==> config.mk <==
export PLATFORM = sky130hd
export DESIGN_NAME = bus_dispatcher_flat
export DESIGN_NICKNAME = d
export VERILOG_FILES = /design/src/rtl/bus_dispatcher_if.sv /design/src/rtl/bus_dispatcher.sv /design/src/flat_wrapper.sv
export SDC_FILE = /design/constraint.sdc
export NUM_CORES = 1
export LEC_CHECK = 0
export BUFFER_PORTS_ARGS = -buffer_cell sky130_fd_sc_hd__buf_2
export CAP_MARGIN = 10
export CORE_AREA = 10 10 94 117
export CTS_BUF_LIST = sky130_fd_sc_hd__clkbuf_4 sky130_fd_sc_hd__clkbuf_8
export DETAILED_ROUTE_END_ITERATION = 8
export DIE_AREA = 0 0 104 127
export PLACE_DENSITY = 0.85
export SYNTH_ARGS = -nofsm -noshare
export SYNTH_HDL_FRONTEND = slang
export SYNTH_SLANG_ARGS = --single-unit
==> constraint.sdc <==
create_clock -name clk -period 2.2 [get_ports clk]
set_input_delay 0.11 -clock clk [delete_from_list [all_inputs] [get_ports clk]]
set_output_delay 0.11 -clock clk [all_outputs]
set_load 0.02 [all_outputs]
==> src/rtl/bus_dispatcher_if.sv <==
// FIFO-side and bus-side signal bundle for bus_dispatcher.
// master = dispatcher side, slave = FIFO/bus environment side.
interface bus_dispatcher_if;
  localparam int unsigned DATA_W = 32;
  localparam int unsigned DEST_W = 8;
  localparam int unsigned ADDR_W = 16;

  logic [DATA_W-1:0] out_fifo;
  logic              empty;
  logic              read_fifo_en;
  logic              bus_valid;
  logic              bus_ready;
  logic [DEST_W-1:0] bus_dest;
  logic [ADDR_W-1:0] bus_addr;
  logic [DATA_W-1:0] bus_data;
  logic              bus_last;

  modport master (
    input  out_fifo, empty, bus_ready,
    output read_fifo_en, bus_valid, bus_dest, bus_addr, bus_data, bus_last
  );

  modport slave (
    output out_fifo, empty, bus_ready,
    input  read_fifo_en, bus_valid, bus_dest, bus_addr, bus_data, bus_last
  );
endinterface

==> src/rtl/bus_dispatcher.sv <==
// Pops header+payload packets from a show-ahead FIFO and emits them as
// addressed bus beats with a valid/ready handshake.
module bus_dispatcher #(
  parameter int unsigned LEN_W = 4
) (
  input  logic               clk,
  input  logic               reset,
  bus_dispatcher_if.master   bus,
  output logic               hdr_err,
  output logic [15:0]        pkt_count,
  output logic               busy
);

  localparam int unsigned ADDR_W = 16;
  localparam int unsigned DEST_W = 8;
  localparam int unsigned DATA_W = 32;
  localparam int unsigned CNT_W  = 16;

  typedef enum logic [1:0] {IDLE, PAYLOAD, DRAIN} state_t;

  state_t             state, state_d;
  logic [ADDR_W-1:0]  base_q, base_d;
  logic [LEN_W-1:0]   remaining_q, remaining_d;
  logic [LEN_W-1:0]   index_q, index_d;
  logic               valid_d, last_d;
  logic [DEST_W-1:0]  dest_d;
  logic [ADDR_W-1:0]  addr_d;
  logic [DATA_W-1:0]  data_d;
  logic               hdr_err_d;
  logic [CNT_W-1:0]   pkt_count_d;
  logic               pop;
  logic               slot_free;
  logic [LEN_W-1:0]   hdr_len;

  assign hdr_len   = bus.out_fifo[LEN_W-1:0];
  assign slot_free = !bus.bus_valid || bus.bus_ready;

  // Pop is masked by reset so the FIFO is never drained while held in reset.
  assign bus.read_fifo_en = pop && reset;

  // Next-state and next-output decode.
  always_comb begin
    state_d     = state;
    base_d      = base_q;
    remaining_d = remaining_q;
    index_d     = index_q;
    valid_d     = bus.bus_valid;
    last_d      = bus.bus_last;
    dest_d      = bus.bus_dest;
    addr_d      = bus.bus_addr;
    data_d      = bus.bus_data;
    hdr_err_d   = 1'b0;
    pkt_count_d = pkt_count;
    pop         = 1'b0;

    case (state)
      IDLE: begin
        if (!bus.empty) begin
          pop = 1'b1;
          if (hdr_len == '0) begin
            hdr_err_d = 1'b1;
          end else begin
            dest_d      = bus.out_fifo[31:24];
            base_d      = bus.out_fifo[23:8];
            remaining_d = hdr_len;
            index_d     = '0;
            state_d     = PAYLOAD;
          end
        end
      end
      PAYLOAD: begin
        if (!bus.empty && slot_free) begin
          pop         = 1'b1;
          data_d      = bus.out_fifo;
          addr_d      = base_q + ADDR_W'(index_q);
          valid_d     = 1'b1;
          last_d      = (remaining_q == LEN_W'(1));
          remaining_d = remaining_q - LEN_W'(1);
          index_d     = index_q + LEN_W'(1);
          if (remaining_q == LEN_W'(1)) state_d = DRAIN;
        end else if (bus.bus_valid && bus.bus_ready) begin
          // Accepted with nothing to refill: bubble rather than repeat.
          valid_d = 1'b0;
          last_d  = 1'b0;
        end
      end
      DRAIN: begin
        if (bus.bus_ready) begin
          valid_d     = 1'b0;
          last_d      = 1'b0;
          pkt_count_d = pkt_count + CNT_W'(1);
          state_d     = IDLE;
        end
      end
      default: state_d = IDLE;
    endcase
  end

  // State and registered outputs.
  always_ff @(posedge clk or negedge reset) begin
    if (!reset) begin
      state        <= IDLE;
      base_q       <= '0;
      remaining_q  <= '0;
      index_q      <= '0;
      bus.bus_valid <= 1'b0;
      bus.bus_last  <= 1'b0;
      bus.bus_dest  <= '0;
      bus.bus_addr  <= '0;
      bus.bus_data  <= '0;
      hdr_err      <= 1'b0;
      pkt_count    <= '0;
      busy         <= 1'b0;
    end else begin
      state        <= state_d;
      base_q       <= base_d;
      remaining_q  <= remaining_d;
      index_q      <= index_d;
      bus.bus_valid <= valid_d;
      bus.bus_last  <= last_d;
      bus.bus_dest  <= dest_d;
      bus.bus_addr  <= addr_d;
      bus.bus_data  <= data_d;
      hdr_err      <= hdr_err_d;
      pkt_count    <= pkt_count_d;
      busy         <= (state_d != IDLE);
    end
  end

endmodule

==> src/flat_wrapper.sv <==
// flat-port wrapper written by rule: the top's interface ports become plain ports
module bus_dispatcher_flat 
#(
  parameter int unsigned LEN_W = 4
)
  (clk, reset, hdr_err, pkt_count, busy, bus_out_fifo, bus_empty, bus_bus_ready, bus_read_fifo_en, bus_bus_valid, bus_bus_dest, bus_bus_addr, bus_bus_data, bus_bus_last);
  bus_dispatcher_if bus_i ();
  input  logic clk;
  input  logic reset;
  output logic hdr_err;
  output logic [15:0] pkt_count;
  output logic busy;
  input wire logic [$bits(bus_i.out_fifo)-1:0] bus_out_fifo;
  input wire logic [$bits(bus_i.empty)-1:0] bus_empty;
  input wire logic [$bits(bus_i.bus_ready)-1:0] bus_bus_ready;
  output wire logic [$bits(bus_i.read_fifo_en)-1:0] bus_read_fifo_en;
  output wire logic [$bits(bus_i.bus_valid)-1:0] bus_bus_valid;
  output wire logic [$bits(bus_i.bus_dest)-1:0] bus_bus_dest;
  output wire logic [$bits(bus_i.bus_addr)-1:0] bus_bus_addr;
  output wire logic [$bits(bus_i.bus_data)-1:0] bus_bus_data;
  output wire logic [$bits(bus_i.bus_last)-1:0] bus_bus_last;
  assign bus_i.out_fifo = bus_out_fifo;
  assign bus_i.empty = bus_empty;
  assign bus_i.bus_ready = bus_bus_ready;
  assign bus_read_fifo_en = bus_i.read_fifo_en;
  assign bus_bus_valid = bus_i.bus_valid;
  assign bus_bus_dest = bus_i.bus_dest;
  assign bus_bus_addr = bus_i.bus_addr;
  assign bus_bus_data = bus_i.bus_data;
  assign bus_bus_last = bus_i.bus_last;
  bus_dispatcher #(.LEN_W(LEN_W)) u_core (.clk(clk), .reset(reset), .bus(bus_i), .hdr_err(hdr_err), .pkt_count(pkt_count), .busy(busy));
endmodule
### Word level (Yosys, flattened, before mapping)

Index checks and enable logic that the tools add are counted.

* bits of input ports: 36
* output and inout port bits: 77
* memory bits (read-only): 0
* RAM bits: 0
* register bits: 102
* memories kept: 0
* latch bits: 0
* word-level logic and storage cells: 68

* multipliers: 0
* shifts and indexed selects: 0
* bitwise gates (word level): 2
* $lt $le $gt $ge: 0
* add/subtract/negate cells: 4
* reduce and logical (&&, ||, !) cells: 16
* muxes and demuxes: 26
* equality and inequality tests: 8
* div/mod/pow operators: 0

Operators by type and width (count)
* 2-to-1 mux 4 bit: 6
* adder 16 x 1 -> 16 bit, second input constant: 1
* adder 16 x 4 -> 16 bit: 1
* one-hot mux 4 bit (2 select lines): 2
* 2-to-1 mux 2 bit: 5
* 2-to-1 mux 1 bit: 9
* != test 2 bit, second input constant: 3
* one-hot mux 1 bit (2 select lines): 3
* one-hot mux 2 bit (3 select lines): 1
* AND reduction 3 bit: 2
* nonzero test 2 bit: 3
* adder 4 x 1 -> 4 bit, second input constant: 1
* == test 4 x 1 -> 1 bit, second input constant: 1
* zero test 4 bit: 1
* AND reduction 2 bit: 2
* AND reduction 4 bit: 1
* subtractor 4 x 1 -> 4 bit, second input constant: 1
* logical AND 1 bit: 3
* != test 3 x 1 -> 1 bit, second input constant: 1
* == test 2 x 1 -> 1 bit, second input constant: 1
* == test 2 bit, second input constant: 1
* zero test 1 bit: 2
* zero test 2 bit: 1
* != test 2 x 1 -> 1 bit, second input constant: 1
* other kinds (2): 3

### Longest topological paths before layout

* word-level depth: 6
* depth in mapped cells: 7
* depth with buffers taken out: 6

### Worst setup path before layout

No wires, ideal clock.

* path kind: flip-flop to flip-flop
* start point: register u_core.index_q[0]
* end point: register u_core.bus.bus_addr[12]
* data arrival time: 1825 ps
* path buffers: 1
* path slack: 234 ps
* required time: 2059 ps
* library setup time: 141 ps
* stages on the path, launching flop included: 8
* clock period less this slack: 1966 ps
* path through: dfrtp_1 > ha_1 > fa_1 > a21o_1 > a21oi_1 > clkbuf_1 > or4_1 > a31oi_1

* longest elaborated chain between the ends: 1

RTL lines
* from (decl): RTL line bus_dispatcher.sv:24 `logic [LEN_W-1:0] index_q, index_d;`
* from (signal assigned): RTL line bus_dispatcher.sv:118 `index_q <= index_d;`
* adder 16 x 4 -> 16 bit: RTL line bus_dispatcher.sv:75 `addr_d = base_q + ADDR_W'(index_q);`
* to (signal assigned): RTL line bus_dispatcher.sv:122 `bus.bus_addr <= addr_d;`
* to (decl): RTL line bus_dispatcher_if.sv:20 `output read_fifo_en, bus_valid, bus_dest, bus_addr, bus_data, bus_last`

No other way between the ends.
A chain may end at the register's enable or synchronous reset.

### Worst setup path in the final report

* start point: register u_core.state[1]
* end point: register u_core.index_q[3]

* longest elaborated chain between the ends: 3
* elaborated cells between the ends (all ways): 8
* classes of those cells: eq/ne: 4; mux: 1; reduce/logical: 3

RTL lines
* from (decl): RTL line bus_dispatcher.sv:21 `state_t state, state_d;`
* from (signal assigned): RTL line bus_dispatcher.sv:115 `state <= state_d;`
* == test 2 x 1 -> 1 bit or zero test 2 bit (tied branches): RTL line bus_dispatcher.sv:56 `case (state)`
* != test 2 x 1 -> 1 bit (no line), or another cell as far along
* AND reduction 4 bit (no line)

Several ways; a longest one is shown, not always the timed one.

==> impl_metrics.env <==
export IMPL_outcome="finished clean"
export IMPL_path_class="reg2reg"
export IMPL_final_cells=733
export IMPL_ys_seq_area_frac=0.546
export IMPL_syn_nets=504
export IMPL_numCtsBuffers=9
export IMPL_post_dp_hpwl_um=8390
export IMPL_netlist_area_mm2=0.00467
export IMPL_wl_per_cell_um=16.2
export IMPL_crit_path_end_kind="flip-flop"
export IMPL_drt_pass1_iterations=5
export IMPL_tns_ns=0
export IMPL_grt_pass1_vias=4147
export IMPL_synthCells=455
export IMPL_path_buf_inv=1
export IMPL_fin_nets=653
export IMPL_yosys_warnings=0
export IMPL_drive_gt1_frac=0.258
export IMPL_power_density_mw_per_mm2=1360
export IMPL_drt_iter0_markers=164
export IMPL_initial_core_util=0.526
export IMPL_cellLeakagePower_uw=0.00301
export IMPL_final_area_mm2=0.00601
export IMPL_worst_path_max_fanout=9
export IMPL_synth_edf_count=0
export IMPL_die_area_mm2=0.0132
export IMPL_critPathSlowestCell="dfrtp_1"
export IMPL_clockBufferDepth=2
export IMPL_tightestPinTransition_ns=0.615
export IMPL_htreeDepth=3
export IMPL_insertion_delay_ns=0.38
export IMPL_dieWidth_um=104
export IMPL_ios=113
export IMPL_grt_pass1_wl_um=20000
export IMPL_fmax_ghz=0.500
export IMPL_finalHoldViolations=0
export IMPL_worstPathRequired_ns=2.47
export IMPL_track_usage=0.183
export IMPL_overflow=0
export IMPL_ys_ff_latch=102
export IMPL_place_inst=684
export IMPL_cts_tree="yes"
export IMPL_critPathMaxStageDelay_ns=0.41
export IMPL_die_h_um=127
export IMPL_vias_per_cell=5.27
export IMPL_synth_ff_type="dfrtp_1"
export IMPL_grt_max_degree=103
export IMPL_power_uw=8190
export IMPL_arrival_ns=2.27
export IMPL_cts_setup_buffers=0
export IMPL_coreArea_mm2=0.00888
export IMPL_netlist_top_cells_count="121 x nand2_1, 102 x dfrtp_1, 19 x mux2_1, 18 x nor2_1, 15 x nand3_1"
export IMPL_async_flop_share=1.00
export IMPL_place_congestion=0.865
export IMPL_drc=0
export IMPL_cts_root_buf="clkbuf_8"
export IMPL_min_period_ns=2.00
export IMPL_cts_sinks=102
export IMPL_yosysUniqueCellTypes=50
export IMPL_dpl_cell_area_mm2=0.00544
export IMPL_max_cap_viol_count=0
export IMPL_drtAntennaViolNets=0
export IMPL_syn_to_final_growth_pct=28.5
export IMPL_antenna_found_initial=1
export IMPL_final_max_slew_violation_count=0
export IMPL_path_delay_family="simple AND/OR/NAND/NOR gates"
export IMPL_synth_area_leaders="dfrtp_1 55%, nand2_1 9.7%, mux2_1 4.6%, ha_1 3.2%, xnor2_1 2.2%"
export IMPL_synth_top_area_cell="dfrtp_1"
export IMPL_max_slew_margin_rel=0.586
export IMPL_vias=3863
export IMPL_cp_start_kind="flip-flop"
export IMPL_cp_cell_sequence="inv_1 > ha_1 > nor2b_1 > a21oi_4 > or2_1 > o311ai_1"
export IMPL_post_synth_cell_area_avg_um2=10.3
export IMPL_rows=39
export IMPL_hold_class="in2reg"
export IMPL_synthMostInstantiatedCell="nand2_1"
export IMPL_routed_wl_um=11900
export IMPL_finalSetupViolCount=0
export IMPL_synth_top_area_share=0.546
export IMPL_clock_skew_ns=0.0112
export IMPL_clk_pin_slew_ns=0.10
export IMPL_io_buffers=112
export IMPL_fin_crit_sh=0.909
export IMPL_peakVddDrop_mv=1.03
registers in the layout (all words and copies together) (netlist names):
register,count
u_core.index_q,4
u_core.pkt_count,16
u_core.bus.bus_addr,16
u_core.bus.bus_dest,8
u_core.busy,1
u_core.bus.bus_data,32
u_core.base_q,16
u_core.remaining_q,4
u_core.bus.bus_valid,1
u_core.hdr_err,1
u_core.bus.bus_last,1
u_core.state,2
cell usage in the layout (no fill, tap or decap), drive strengths merged, types with 10 or more instances in the layout:
cell and count:
inv 12, nor2 18, buf 125, nand3 16, mux2 25, dfrtp 102
ha 12, dlygate4sd3 32, clkbuf 10, nand2 121, xnor2 12, o21ai 18
metal layers:
layer	up-vias	wire (µm)	GRT usage
met5	-	0	0
met4	0	273	0.0771
met3	22	699	0.0503
met2	109	6160	0.324
met1	1872	4750	0.204
li1	1860	-	-
cell families (layout without fill, tap and decap cells):
group / Yosys count / after routing / synth area share
xor+xnor: 18 / 18 / 0.0337
buf+inv: 29 / 183 / 0.0249
mux: 26 / 26 / 0.0624
flops: 102 / 102 / 0.546
simple gates: 208 / 208 / 0.207
compound gates: 59 / 59 / 0.0894
fa+ha+maj: 13 / 13 / 0.0364
other cells: 0 / 1 / 0
power by group:
group / switching (µW) / leakage [µW] / internal (µW)
registers: 574 / 0.00125 / 2630
logic: 2230 / 0.00164 / 1420
clock network: 662 / 0.000117 / 680
total: 3470 / 0.00301 / 4730
through the flow:
stage / utilization / hold WS [ns] / setup slack (ns)
after floorplan: - / -0.186 / 0.234
after detailed placement: 0.613 / 0.240 / 0.254
after global routing: 0.676 / 0.0436 / -0.00213
after CTS: 0.675 / 0.0129 / 0.0586
final: 0.676 / 0.0195 / 0.201
after global placement: 0.613 / 0.238 / 0.327
worst register-to-register path: cells and delay by family, from the launching register on:
family          cells  cell delay, ns
compound gates      2            0.46
buf+inv             1            0.15
flops               1            0.41
simple gates        2            0.60
fa+ha+maj           1            0.27
final timing paths:
kind | slack (ns) | cells past startpoint | end | startpoint
worst max-delay path | 0.20 | 6 | u_core.index_q[3] | u_core.state[1]
worst min-delay path | 0.02 | 3 | u_core.bus.bus_data[1] | bus_out_fifo[1]
worst max register to register | 0.20 | 6 | u_core.index_q[3] | u_core.state[1]
worst min register to register | 0.47 | 1 | u_core.pkt_count[15] | u_core.pkt_count[15]
max in group asynchronous | 1.47 | 3 | u_core.bus.bus_addr[1] | reset
min in group asynchronous | 0.36 | 3 | u_core.bus.bus_data[2] | reset
layout make-up:
cell class / instances / area (µm²)
Fill cell: 707 / 2880
Inverter: 10 / 37.5
Clock buffer: 10 / 138
Multi-Input combinational cell: 324 / 2020
Timing Repair Buffer: 157 / 1010
Sequential cell: 102 / 2550
Antenna cell: 1 / 2.50
Tap cell: 123 / 154
Clock inverter: 6 / 91.3
timing repair:
action,CTS,global route
hold endpoints to repair,157,0
endpoints found under the setup margin,0,1
hold buffers,32,0
gates resized for setup,0,2
Note: power is estimated with default switching activity, not from simulation.
